--- config.mk ---
export PLATFORM = sky130hd
export DESIGN_NAME = stack_arbiter
export DESIGN_NICKNAME = d
export VERILOG_FILES = /design/src/rtl/stack_arb_pkg.sv /design/src/rtl/stack_arbiter_rr.sv /design/src/rtl/stack_arbiter.sv
export SDC_FILE = /design/constraint.sdc
export NUM_CORES = 1
export LEC_CHECK = 0
export CAP_MARGIN = 25
export CORE_MARGIN = 2
export CORE_UTILIZATION = 41
export DETAILED_ROUTE_END_ITERATION = 8
export GPL_TIMING_DRIVEN = 0
export PLACE_DENSITY = 0.74
export SYNTH_ARGS = -nofsm -noshare
export SYNTH_HDL_FRONTEND = slang
export SYNTH_SLANG_ARGS = --single-unit
--- constraint.sdc ---
create_clock -name clk -period 2.93 [get_ports clk]
set_clock_uncertainty 0.05 [all_clocks]
set_input_delay 0.4395 -clock clk [delete_from_list [all_inputs] [get_ports clk]]
set_output_delay 0.4395 -clock clk [all_outputs]
set_load 0.05 [all_outputs]
--- src/rtl/stack_arb_pkg.sv ---
// Shared definitions for the stack arbiter slice.
// Holds the controller state encoding, the push/pop opcode values, the
// width of the rejected-request counter and a saturating increment helper.
package stack_arb_pkg;

  typedef enum logic [1:0] {
    IDLE  = 2'd0,
    ISSUE = 2'd1,
    WAIT  = 2'd2,
    RESP  = 2'd3
  } state_t;

  localparam logic OP_PUSH   = 1'b0;
  localparam logic OP_POP    = 1'b1;
  localparam int   ERR_CNT_W = 8;

  // Counter that sticks at all-ones instead of wrapping back to zero.
  function automatic logic [ERR_CNT_W-1:0] satInc(input logic [ERR_CNT_W-1:0] v);
    return (v == '1) ? v : v + 1'b1;
  endfunction

endpackage

--- src/rtl/stack_arbiter_rr.sv ---
// Round-robin arbiter, purely combinational and reusable.
// Searches upward from i_ptr+1 (wrapping) for the first set request.
// Ports:
//   i_req   : request vector, one bit per requester
//   i_ptr   : index of the requester granted last
//   o_grant : one-hot grant
//   o_idx   : encoded grant index
//   o_valid : at least one request is set
module rr_arbiter #(
  parameter  int NUM_REQ = 4,
  localparam int IDX_W   = (NUM_REQ > 1) ? $clog2(NUM_REQ) : 1
) (
  input  logic [NUM_REQ-1:0] i_req,
  input  logic [IDX_W-1:0]   i_ptr,
  output logic [NUM_REQ-1:0] o_grant,
  output logic [IDX_W-1:0]   o_idx,
  output logic               o_valid
);

  logic [IDX_W-1:0] w_cand;

  // Offsets 1..NUM_REQ cover every requester once, the last offset being the
  // previous winner itself, so it only wins again when nobody else asks.
  always_comb begin
    o_grant = '0;
    o_idx   = '0;
    o_valid = 1'b0;
    w_cand  = '0;
    for (int k = 1; k <= NUM_REQ; k++) begin
      w_cand = IDX_W'((int'(i_ptr) + k) % NUM_REQ);
      if (!o_valid && i_req[w_cand]) begin
        o_valid         = 1'b1;
        o_grant[w_cand] = 1'b1;
        o_idx           = w_cand;
      end
    end
  end

endmodule

--- src/rtl/stack_arbiter.sv ---
// Shares a single Stack between NUM_REQ requesters with round-robin
// arbitration and one stack operation in flight at a time. Push-on-full and
// pop-on-empty are rejected without strobing the stack.
// Ports:
//   clk, reset          : clock (rising edge), async active-low reset
//   req/req_op/req_data : per-requester request, op (0 push, 1 pop), data
//   ack/ack_err         : one-cycle completion pulse and reject flag
//   rsp_data            : popped data, valid with ack on a good pop
//   grant_idx, busy     : requester being served, controller not idle
//   err_cnt             : saturating count of rejected requests
//   stk_*               : connection to the Stack (strobes, data, flags)
module stack_arbiter
  import stack_arb_pkg::*;
#(
  parameter  int NUM_REQ = 4,
  parameter  int DATA_W  = 8,
  localparam int IDX_W   = (NUM_REQ > 1) ? $clog2(NUM_REQ) : 1
) (
  input  logic                      clk,
  input  logic                      reset,
  input  logic [NUM_REQ-1:0]        req,
  input  logic [NUM_REQ-1:0]        req_op,
  input  logic [NUM_REQ*DATA_W-1:0] req_data,
  output logic [NUM_REQ-1:0]        ack,
  output logic                      ack_err,
  output logic [DATA_W-1:0]         rsp_data,
  output logic [IDX_W-1:0]          grant_idx,
  output logic                      busy,
  output logic [ERR_CNT_W-1:0]      err_cnt,
  output logic                      stk_push,
  output logic                      stk_pop,
  output logic [DATA_W-1:0]         stk_data_in,
  input  logic [DATA_W-1:0]         stk_data_out,
  input  logic                      stk_empty,
  input  logic                      stk_full
);

  state_t               r_state, w_next_state;
  logic [IDX_W-1:0]     r_ptr, w_next_ptr;
  logic                 r_op, w_next_op;
  logic [DATA_W-1:0]    r_data, w_next_data;
  logic [NUM_REQ-1:0]   r_grant_oh, w_next_grant_oh;
  logic [NUM_REQ-1:0]   r_ack, w_next_ack;
  logic                 r_ack_err, w_next_ack_err;
  logic [DATA_W-1:0]    r_rsp_data, w_next_rsp_data;
  logic [IDX_W-1:0]     r_grant_idx, w_next_grant_idx;
  logic                 r_busy, w_next_busy;
  logic [ERR_CNT_W-1:0] r_err_cnt, w_next_err_cnt;
  logic                 r_stk_push, w_next_stk_push;
  logic                 r_stk_pop, w_next_stk_pop;
  logic [DATA_W-1:0]    r_stk_data_in, w_next_stk_data_in;

  logic [NUM_REQ-1:0]   w_grant;
  logic [IDX_W-1:0]     w_idx;
  logic                 w_valid;
  logic                 w_op;
  logic [DATA_W-1:0]    w_data;

  rr_arbiter #(.NUM_REQ(NUM_REQ)) u_rr (
    .i_req   (req),
    .i_ptr   (r_ptr),
    .o_grant (w_grant),
    .o_idx   (w_idx),
    .o_valid (w_valid)
  );

  assign w_op   = req_op[w_idx];
  assign w_data = req_data[int'(w_idx)*DATA_W +: DATA_W];

  // Every output is a register, so the next values are computed for the
  // state being entered: a strobe or ack lands in the cycle the FSM sits in
  // ISSUE or RESP respectively.
  always_comb begin
    w_next_state       = r_state;
    w_next_ptr         = r_ptr;
    w_next_op          = r_op;
    w_next_data        = r_data;
    w_next_grant_oh    = r_grant_oh;
    w_next_grant_idx   = r_grant_idx;
    w_next_ack         = '0;
    w_next_ack_err     = 1'b0;
    w_next_rsp_data    = r_rsp_data;
    w_next_err_cnt     = r_err_cnt;
    w_next_stk_push    = 1'b0;
    w_next_stk_pop     = 1'b0;
    w_next_stk_data_in = '0;
    case (r_state)
      IDLE: begin
        if (w_valid) begin
          w_next_ptr       = w_idx;
          w_next_op        = w_op;
          w_next_data      = w_data;
          w_next_grant_oh  = w_grant;
          w_next_grant_idx = w_idx;
          // Rejects skip the stack entirely and answer on the next cycle.
          if ((w_op == OP_PUSH && stk_full) || (w_op == OP_POP && stk_empty)) begin
            w_next_state    = RESP;
            w_next_ack      = w_grant;
            w_next_ack_err  = 1'b1;
            w_next_rsp_data = '0;
            w_next_err_cnt  = satInc(r_err_cnt);
          end else begin
            w_next_state       = ISSUE;
            w_next_stk_push    = (w_op == OP_PUSH);
            w_next_stk_pop     = (w_op == OP_POP);
            w_next_stk_data_in = (w_op == OP_PUSH) ? w_data : '0;
          end
        end
      end
      ISSUE: begin
        if (r_op == OP_PUSH) begin
          w_next_state = RESP;
          w_next_ack   = r_grant_oh;
        end else begin
          w_next_state = WAIT;
        end
      end
      WAIT: begin
        w_next_state    = RESP;
        w_next_ack      = r_grant_oh;
        w_next_rsp_data = stk_data_out;
      end
      RESP: begin
        w_next_state = IDLE;
      end
      default: begin
        w_next_state = IDLE;
      end
    endcase
    w_next_busy = (w_next_state != IDLE);
  end

  // State and output registers; reset abandons any operation in flight.
  always_ff @(posedge clk or negedge reset) begin
    if (!reset) begin
      r_state       <= IDLE;
      r_ptr         <= IDX_W'(NUM_REQ - 1);
      r_op          <= OP_PUSH;
      r_data        <= '0;
      r_grant_oh    <= '0;
      r_grant_idx   <= '0;
      r_ack         <= '0;
      r_ack_err     <= 1'b0;
      r_rsp_data    <= '0;
      r_busy        <= 1'b0;
      r_err_cnt     <= '0;
      r_stk_push    <= 1'b0;
      r_stk_pop     <= 1'b0;
      r_stk_data_in <= '0;
    end else begin
      r_state       <= w_next_state;
      r_ptr         <= w_next_ptr;
      r_op          <= w_next_op;
      r_data        <= w_next_data;
      r_grant_oh    <= w_next_grant_oh;
      r_grant_idx   <= w_next_grant_idx;
      r_ack         <= w_next_ack;
      r_ack_err     <= w_next_ack_err;
      r_rsp_data    <= w_next_rsp_data;
      r_busy        <= w_next_busy;
      r_err_cnt     <= w_next_err_cnt;
      r_stk_push    <= w_next_stk_push;
      r_stk_pop     <= w_next_stk_pop;
      r_stk_data_in <= w_next_stk_data_in;
    end
  end

  assign ack         = r_ack;
  assign ack_err     = r_ack_err;
  assign rsp_data    = r_rsp_data;
  assign grant_idx   = r_grant_idx;
  assign busy        = r_busy;
  assign err_cnt     = r_err_cnt;
  assign stk_push    = r_stk_push;
  assign stk_pop     = r_stk_pop;
  assign stk_data_in = r_stk_data_in;

endmodule
==> metrics.txt, run 1 <==
status finished with violations; failing checks negative setup slack; Least-Margin Pin Slew around 0.6 ns; top_reg_cell synth dfrtp_1; Comb power frac a little over two thirds; crit-path max cell delay 0.62 ns; CP Launch Type flip-flop; placed cell count between 300 and 400; H-tree levels 2; initial antenna violation count 0; drt via density approximately 5.3; Post-synth ARST share between 90% and 100%; mapped cell area around 0.0024 mm²; Syn Inst Count roughly 220; Final GP Congestion ~0.82; DRT Wirelength a little over 6000 µm; Die ar. 0.006574 mm²; worst-path fanout max 8; CTS clk-pin slew, worst paths roughly 0.090 ns; CP Class reg -> reg; Die X-Extent just over 80 µm; commonest non-fill, non-tap cell in the layout clkdlybuf4s50_1; Slew HR approximately three fifths; Final Hold Vio Count 0; core area roughly 0.0058 mm²; CP cell instances buf_12 -> mux4_2 -> nor2b_4 -> nor2_4 -> or3_4 -> a41oi_4 -> mux2i_4 -> buf_6 -> buf_6 -> nor2_4 -> buf_12 -> o2bb2ai_2; GRT overflow 0; fin cells ~410; first-pass GRT wire length ~9800 µm; latest clock arrival within the worst-skew pair roughly 0.31 ns; Setup crit end rsp_data[1]$_DFFE_PN0P_; CP Capture Type flip-flop; Pre-antenna DRT Iters 4; Psw roughly 2.1 mW; IO Pins 86; Int Power between 2 and 2.5 mW; Final Setup Violations 31; effective utilization at floorplan approximately two fifths; area delta synth->final 60.66%; CTS Buf Count 5; YS warnings 0; dpl hpwl ~4200 µm; max-cap viol count 0; RSZ-0062 raised after global routing true; hold crit path type reg -> reg; critical path's slowest cell dfstp_2; Final Worst Setup Slack -0.2529 ns; syn_nets approximately 280; Fin Setup TNS -4.373 ns; Worst EP arrival around 3.4 ns; placed inst area 0.003408 mm²; DRT antenna net count 0; register bit total from synthesis 43; Slew Viols, Final 0; total vias in the final route 2147; syn_area_per_cell about 11 µm²; GRT Resource Usage Total between 10% and 20%; vias in the first global route 2066; Util after Layout 67.30%; count of buffers from port buffering 85; DIE HEIGHT roughly 81 µm; register area share after synthesis approximately 44%; commonest non-fill, non-tap cells in the layout clkdlybuf4s50_1 (84), dfrtp_1 (41), nand2_1 (28); RR Endpoint rsp_data[1]$_DFFE_PN0P_; Flop pwr share a little over a fifth; Root Driver clkbuf_8; nets@finish around 400; fin crit share 108.6%; clock power share under 10%; Initial DRC Count 124; Leakage around 1.6 nW; Post-synth EDFFs 0; flop2flop setup slack -0.25 ns; # clock sinks 43; Net Sw Frac roughly 46%; Post-route DRC 0; Period minus WS final ~3.2 ns; worst vdd ir approximately 790 µV; Required @ worst endpoint between 3 and 4 ns; worst r2r src r_ptr[0]$_DFFE_PN1P_; reg2reg path depth 12; dpl ws -0.6925 ns; Wirelength per Cell 15.18 µm; library cells used by synthesis 48; largest net degree at the start of global routing 38; share of cells above drive strength 1 24.92%; row count 28; CTS tree yes; Fmax between 0.3 and 0.4 GHz; pwr/cell area around 1200 mW/mm²; CP startpoint r_ptr[0]$_DFFE_PN1P_; # diodes 0; fin area 0.003914 mm²; buffer depth of the longest clock path 2
==> metal layers <==
metal | wire [µm] | track usage [%]
met5 | 0 | 0
met4 | 102 | 6.441
met3 | 349 | 4.667
met2 | 3165 | 32.31
met1 | 2575 | 24.42
==> cells in the mapped netlist (2+ instances only) <==
library cell	number	share of area, %
dfrtp_1	41	42
nand2_1	28	4.3
ha_1	13	6.7
nor2_1	12	1.8
o21ai_0	12	2.5
mux4_2	11	10
and3_1	10	2.6
inv_1	8	1.2
o2bb2ai_1	8	2.9
xnor2_1	7	2.5
nand4_1	5	1.3
a21oi_1	4	0.82
a221oi_1	4	1.4
a22oi_1	4	1.2
clkbuf_1	4	0.62
a211oi_1	3	0.92
mux2_2	3	1.4
nand2b_1	3	0.77
nand3_1	3	0.62
and2_1	2	0.51
buf_6	2	0.92
dfstp_2	2	2.2
mux2i_1	2	0.82
nor3_1	2	0.41
o21a_1	2	0.62
==> registers in the layout, summed over array words and instances, names as in the netlist, 2 cells and up <==
signal and flops:
ack 4, r_state 2, r_ptr 2, err_cnt 8, stk_data_in 8, r_grant_oh 4
grant_idx 2, rsp_data 8
==> repair_timing <==
item,CTS,global route
hold buffers,1,0
pin swaps,8,7
setup buffers,15,5
resized for setup,27,17
cloned,1,0
endpoints found under the setup margin,33,32
endpoints found under the hold margin,6,0
==> logic make-up (layout without fill, tap and decap cells) <==
logic type,count (synthesis),after routing,share of synthesized area (%)
DFF,43,43,44.27
adders and majority gates,13,13,6.677
and+or+nand+nor,72,72,14.89
xor gates and xnor gates,7,7,2.517
muxes,17,17,12.99
AOI/OAI and AO/OA,50,50,15.51
buffers and inverters,16,131,3.132
==> stage by stage <==
stage	hold WS, ns	power, mW
final	0.4388	4.562
after global placement	0.4111	3.342
after floorplan	0.09391	2.718
after detailed placement	0.2451	3.407
after CTS	0.4373	4.261
after global routing	0.4709	4.852
==> power groups by stage <==
| stage | combinational, mW | sequential (mW) | clock, mW |
|---|---|---|---|
| 5_1_grt | 3.45 | 0.980 | 0.423 |
| 2_1_floorplan | 1.28 | 1.44 | 0 |
| 3_3_place_gp | 2.39 | 0.951 | 0 |
| 6_report | 3.22 | 0.952 | 0.394 |
| 4_1_cts | 2.93 | 0.928 | 0.400 |
| 3_5_place_dp | 2.45 | 0.957 | 0 |
==> worst min-delay path by stage <==
stage,startpoint,endpoint,slack (ns),cells past startpoint
after detailed placement,reset,err_cnt[3]$_DFFE_PN0P_,0.25,1
after global routing,reset,err_cnt[4]$_DFFE_PN0P_,0.47,2
after global placement,r_grant_oh[0]$_DFFE_PN0P_,r_grant_oh[0]$_DFFE_PN0P_,0.41,2
after CTS,reset,err_cnt[3]$_DFFE_PN0P_,0.44,2
final,r_grant_oh[1]$_DFFE_PN0P_,r_grant_oh[1]$_DFFE_PN0P_,0.44,2
after floorplan,reset,ack[0]$_DFF_PN0_,0.09,0
==> critical path: cells and delay by family (launching register included) <==
kind / cells / cell delay [ns]
and+or+nand+nor: 4 / 0.64
DFF: 1 / 0.62
AOI/OAI and AO/OA: 2 / 0.40
buffers and inverters: 4 / 0.53
muxes: 2 / 0.86
==> cell type report <==
type | count | area, µm²
Buffer | 7 | 52.55
Clock buffer | 5 | 68.82
Clock inverter | 3 | 23.77
Fill cell | 441 | 1902
Inverter | 8 | 33.78
Multi-Input combinational cell | 159 | 1480
Sequential cell | 43 | 1079
Tap cell | 75 | 93.84
Timing Repair Buffer | 108 | 1082
Note: power is estimated with default switching activity, not from simulation.
==> inputs of run 2 (changes only) <==
- CTS_CLUSTER_DIAMETER: default -> 40
- CTS_CLUSTER_SIZE: default -> 12
- PLACE_DENSITY: 0.74 -> 0.83
==> run 2 against run 1 <==
- the run still ends with negative setup slack left
- critical path type unchanged
- sequential share of layout area is 0.76 points higher
- worst setup slack better by 0.066 ns
- sequential power is 1% lower
- clock power is 37% higher
- via count is 1.1% lower
- non-clock buffer count is 7 lower
- core utilization is 1.8 points lower
- first-iteration DRC count is 33% lower
- cell count is 1.7% lower
- power is 2.8% lower
- critical path depth is 2 lower
==> metrics.txt, run 2 (synthesis gave the netlist of run 1 again) <==
fin cells 401; Die ar. between 0.006 and 0.007 mm²; Total Power 4.435 mW; dpl hpwl between 4000 and 5000 µm; Slew HR around 60%; worst r2r src r_ptr[0]$_DFFE_PN1P_; total vias in the final route 2124; RSZ-0062 raised after global routing true; Net Sw Frac between 40% and 50%; fin crit share 106.4%; CTS tree yes; Final Worst Setup Slack -0.1874 ns; failing checks negative setup slack; placed cell count between 300 and 400; effective utilization at floorplan a little over two fifths; DIE HEIGHT 81.08 µm; core area between 0.005 and 0.006 mm²; commonest non-fill, non-tap cells in the layout clkdlybuf4s50_1 (80), dfrtp_1 (41), nand2_1 (28); DRT Wirelength between 6000 and 7000 µm; Comb power frac about 67%; Final GP Congestion 0.9141; worst vdd ir between 600 and 700 µV; area delta synth->final 56.34%; buffer depth of the longest clock path 2; hold crit path type in -> async; Final Hold Vio Count 0; Slew Viols, Final 0; Crit path max-delay family multiplexers; Period minus WS final roughly 3.1 ns; cell mode on critical path buf_6; CP Class reg -> reg; nets@finish between 300 and 400; CTS Buf Count 5; latest clock arrival within the worst-skew pair about 0.3 ns; status finished with violations; count of buffers from port buffering between 80 and 90; IO Pins 86; initial antenna violation count 0; GRT Resource Usage Total 19.39%; reg2reg path depth 10; # diodes 0; CTS clk-pin slew, worst paths 0.08 ns; Initial DRC Count a little over 80; Fmax 0.3208 GHz; Worst EP arrival roughly 3.3 ns; drt via density 5.297; critical path's slowest cell dfstp_2; GRT overflow 0; Buf+Inv Stages, Crit Path 2; crit-path max cell delay ~0.55 ns; CP Launch Type flip-flop; Wirelength per Cell around 16 µm; Root Driver clkbuf_8; Leakage 1.620 nW; largest net degree at the start of global routing 44; clock power share 12.2%; share of cells above drive strength 1 between 20 and 25%; # clock sinks 43; flop2flop setup slack -0.19 ns; worst-path fanout max 5; H-tree levels 2; Die X-Extent 81.08 µm; commonest non-fill, non-tap cell in the layout clkdlybuf4s50_1; row count 28; first-pass GRT wire length 9811 µm; Least-Margin Pin Slew just over 0.6 ns; pwr/cell area 1164 mW/mm²; RR Endpoint err_cnt[1]$_DFFE_PN0P_; CP startpoint r_ptr[0]$_DFFE_PN1P_; DRT antenna net count 0; max-cap viol count 0; Fin Setup TNS -1.680 ns; Flop pwr share about a fifth; Int Power 2.439 mW; Final Setup Violations 18; Post-route DRC 0; Required @ worst endpoint 3.07 ns; CP Capture Type flip-flop; vias in the first global route approximately 2100; Psw ~2.0 mW; Pre-antenna DRT Iters 4; Hold-fix buffers, CTS 0; CP cell instances buf_6 -> mux4_2 -> nand2b_2 -> a211oi_4 -> a2111oi_4 -> a41oi_4 -> mux2i_2 -> buf_6 -> nand2_4 -> mux2_4
[run 2: final cells by class]
type                    count  area (µm²)
fillers                   429        2007
multi-input cells         159        1425
flip-flops and latches     43        1079
repair buffers            100       980.9
well taps                  75       93.84
clock buffers               6       72.57
plain buffers               8       63.81
clock inverters             2       60.06
inverters                   8       33.78
[run 2: repair_timing]
item,4_1_cts,5_1_grt
pin swaps,6,4
gates cloned,1,0
setup endpoints to repair,33,31
buffers inserted,12,1
resized for setup,27,13
[run 2: worst max-delay path by stage]
stage,slack [ns],cells after the start,endpoint
5_1_grt,-0.30,10,err_cnt[1]$_DFFE_PN0P_
4_1_cts,-0.17,12,err_cnt[1]$_DFFE_PN0P_
3_3_place_gp,-0.62,10,err_cnt[1]$_DFFE_PN0P_
3_5_place_dp,-0.67,10,err_cnt[1]$_DFFE_PN0P_
2_1_floorplan,-0.18,12,err_cnt[1]$_DFFE_PN0P_
6_report,-0.19,10,err_cnt[1]$_DFFE_PN0P_
[run 2: worst register-to-register path: stages (launching register included)]
cell and delay (ns):
dfstp_2 0.55, buf_6 0.12, mux4_2 0.55, nand2b_2 0.26, a211oi_4 0.31, a2111oi_4 0.10
a41oi_4 0.23, mux2i_2 0.31, buf_6 0.17, nand2_4 0.05, mux2_4 0.30
[run 2: power by group through the flow]
stage / logic, mW / registers, mW / clock network (mW)
after floorplan: 1.28 / 1.44 / 0
after global placement: 2.38 / 0.956 / 0
after detailed placement: 2.44 / 0.964 / 0
after CTS: 2.86 / 0.940 / 0.548
after global routing: 3.16 / 0.967 / 0.573
final: 2.95 / 0.942 / 0.539
[run 2: per-stage QoR]
stage | setup WS, ns | utilization [%] | cell area, µm² | hold slack [ns]
global route | -0.3045 | 65.49 | 3809 | 0.06237
global placement | -0.6249 | 58.35 | 3393 | 0.4124
floorplan | -0.1768 | - | 2449 | 0.09391
CTS | -0.1734 | 64.22 | 3735 | 0.2559
detailed placement | -0.6657 | 58.26 | 3388 | 0.4195
finish | -0.1874 | 65.49 | 3809 | 0.05634
[run 2: layer usage]
layer | up-vias | global-route usage, % | share of wire (%)
li1 | 1012 | - | -
met1 | 1038 | 23.12 | 39
met2 | 69 | 35.70 | 55
met3 | 5 | 3.667 | 4.9
met4 | 0 | 5.085 | 0.89
met5 | - | 0 | 0
==> inputs of run 3 (changes only) <==
- CELL_PAD_IN_SITES_DETAIL_PLACEMENT: default -> 1
- CELL_PAD_IN_SITES_GLOBAL_PLACEMENT: default -> 1
- CORE_UTILIZATION: 41 -> 31
- PLACE_DENSITY: 0.83 -> 0.82
==> run 3 against run 2 <==
- the run still ends with negative setup slack left
- non-clock buffer count up 9
- worst setup slack worse by 0.14 ns
- power up 2.7%
- critical path type unchanged
- largest cell class unchanged
- highest routed layer is now met3
==> metrics.txt, run 3 (synthesis gave the netlist of run 1 again) <==
cell mode on critical path buf_6; total vias in the final route 2203; Root Driver clkbuf_8; worst vdd ir approximately 560 µV; CP Class reg -> reg; drt via density 5.041; Final GP Congestion just over 0.8; Fmax between 0.3 and 0.4 GHz; Final Worst Setup Slack -0.3233 ns; Post-route DRC 0; Fin Setup TNS -5.443 ns; worst-path fanout max 8; core area ~0.0077 mm²; area delta synth->final 61.02%; Worst EP arrival about 3.4 ns; Die ar. roughly 0.0086 mm²; Crit path max-delay family multiplexers; Seq. cell area 0.001079 mm²; WHS around 0.44 ns; vias in the first global route approximately 2300; Leakage 1.631 nW; CTS tree yes; critical path's slowest cell dfstp_2; count of buffers from port buffering 85; initial antenna violation count 0; latest clock arrival within the worst-skew pair between 0.2 and 0.3 ns; DIE HEIGHT between 90 and 100 µm; max-cap viol count 0; Layout fillers between 800 and 900; CP Launch Type flip-flop; Buf+Inv Stages, Crit Path 4; Final Setup Violations 30; RSZ-0062 raised after global routing true; Slew Viols, Final 0; CP cell instances buf_6 -> mux4_2 -> nor2b_4 -> nor2_4 -> or3_4 -> a41oi_4 -> mux2i_2 -> buf_6 -> buf_6 -> a21oi_4 -> buf_12 -> o2bb2ai_2; Pre-antenna DRT Iters 4; fin area a little under 0.004 mm²; buffer depth of the longest clock path 2; dpl hpwl 5035 µm; Least-Margin Pin Slew roughly 0.66 ns; commonest non-fill, non-tap cells in the layout clkdlybuf4s50_1 (84), dfrtp_1 (41), nand2_1 (27); placed cell count about 400; CP Capture Type flip-flop; commonest non-fill, non-tap cell in the layout clkdlybuf4s50_1; Initial DRC Count 81; Final Hold Vio Count 0; CTS Buf Count 5; largest net degree at the start of global routing 34; status finished with violations; # clock sinks between 40 and 50; Period minus WS final roughly 3.3 ns; pwr/cell area between 1000 and 1500 mW/mm²; Required @ worst endpoint 3.04 ns; DRT Wirelength just over 7000 µm; GRT overflow 0; failing checks negative setup slack; DRT antenna net count 0; share of cells above drive strength 1 25.67%; placed inst area between 0.003 and 0.004 mm²; Die X-Extent between 90 and 100 µm; fin crit share 111.0%; IO Pins 86; GRT Resource Usage Total around 16%; nets@finish approximately 400; dpl ws -0.7501 ns; first-pass GRT wire length roughly 11000 µm; Slew HR a little under three fifths; row count 32; # diodes 0; fin cells ~440; H-tree levels 2; Wirelength per Cell approximately 16 µm; CTS clk-pin slew, worst paths roughly 0.08 ns; crit-path max cell delay about 0.62 ns; hold crit path type reg -> reg; effective utilization at floorplan 31.69%; Multi-input gate area 0.001464 mm²
run 3: cell types whose count changed in the layout (fill, tap and decap cells not counted), moves of 2 or more:
| cell | change |
|---|---|
| buf_4 | +4 |
| clkdlybuf4s50_1 | +4 |
| dlymetal6s2s_1 | -4 |
| o2bb2ai_1 | -3 |
| o2bb2ai_2 | +3 |
| a211oi_2 | +2 |
| buf_12 | +2 |
| buf_6 | +2 |
| bufinv_16 | -2 |
| o21ai_1 | -2 |
run 3: per-layer routing:
layer | track usage (%) | share of wire [%] | up-vias | routed length, µm
li1 | - | - | 1033 | -
met1 | 20.39 | 42 | 1108 | 2942
met2 | 30.66 | 55 | 62 | 3882
met3 | 2.766 | 3.7 | 0 | 263
met4 | 2.328 | 0 | 0 | 0
met5 | 0 | 0 | - | 0
run 3: repair_timing:
item | CTS | global route
buffers inserted | 18 | 7
pin swaps | 9 | 5
hold buffers | 1 | 0
resized for setup | 30 | 16
setup endpoints to repair | 33 | 33
endpoints found under the hold margin | 10 | 0
run 3: per-stage QoR:
step | utilization (%) | power (mW)
2_1_floorplan | - | 2.718
6_report | 51.03 | 4.556
5_1_grt | 51.03 | 4.851
3_3_place_gp | 44.58 | 3.360
4_1_cts | 49.45 | 4.304
3_5_place_dp | 44.78 | 3.452
run 3: worst register-to-register path: cells and delay by family, from the launching register on:
family / cells / cell delay, ns
simple gates: 3 / 0.62
compound gates: 3 / 0.42
buf+inv: 4 / 0.57
flops: 1 / 0.62
mux: 2 / 0.87
run 3: final timing paths:
path	endpoint	cells past startpoint	from	slack, ns
max in group asynchronous	r_ptr[0]$_DFFE_PN1P_	3	reset	1.78
min reg2reg	r_grant_oh[2]$_DFFE_PN0P_	2	r_grant_oh[2]$_DFFE_PN0P_	0.44
min in group asynchronous	ack_err$_DFF_PN0_	2	reset	0.53
min	r_grant_oh[2]$_DFFE_PN0P_	2	r_grant_oh[2]$_DFFE_PN0P_	0.44
max	rsp_data[2]$_DFFE_PN0P_	12	r_ptr[0]$_DFFE_PN1P_	-0.32
max reg2reg	rsp_data[2]$_DFFE_PN0P_	12	r_ptr[0]$_DFFE_PN1P_	-0.32
run 3: layout make-up:
| cell class | count | area share (%) |
|---|---|---|
| clock inverter | 1 | 0.1276 |
| sequential | 43 | 27.50 |
| timing repair buffer | 110 | 27.66 |
| buffer | 7 | 1.340 |
| inverter | 8 | 0.8612 |
| multi-input combinational | 159 | 37.32 |
| tap | 102 | 3.254 |
| clock buffer | 7 | 1.946 |
run 3: where the power goes:
part,switching [mW],internal [mW]
Combinational,1.76,1.47
Clock,0.191,0.167
Sequential,0.153,0.810
Total,2.11,2.45
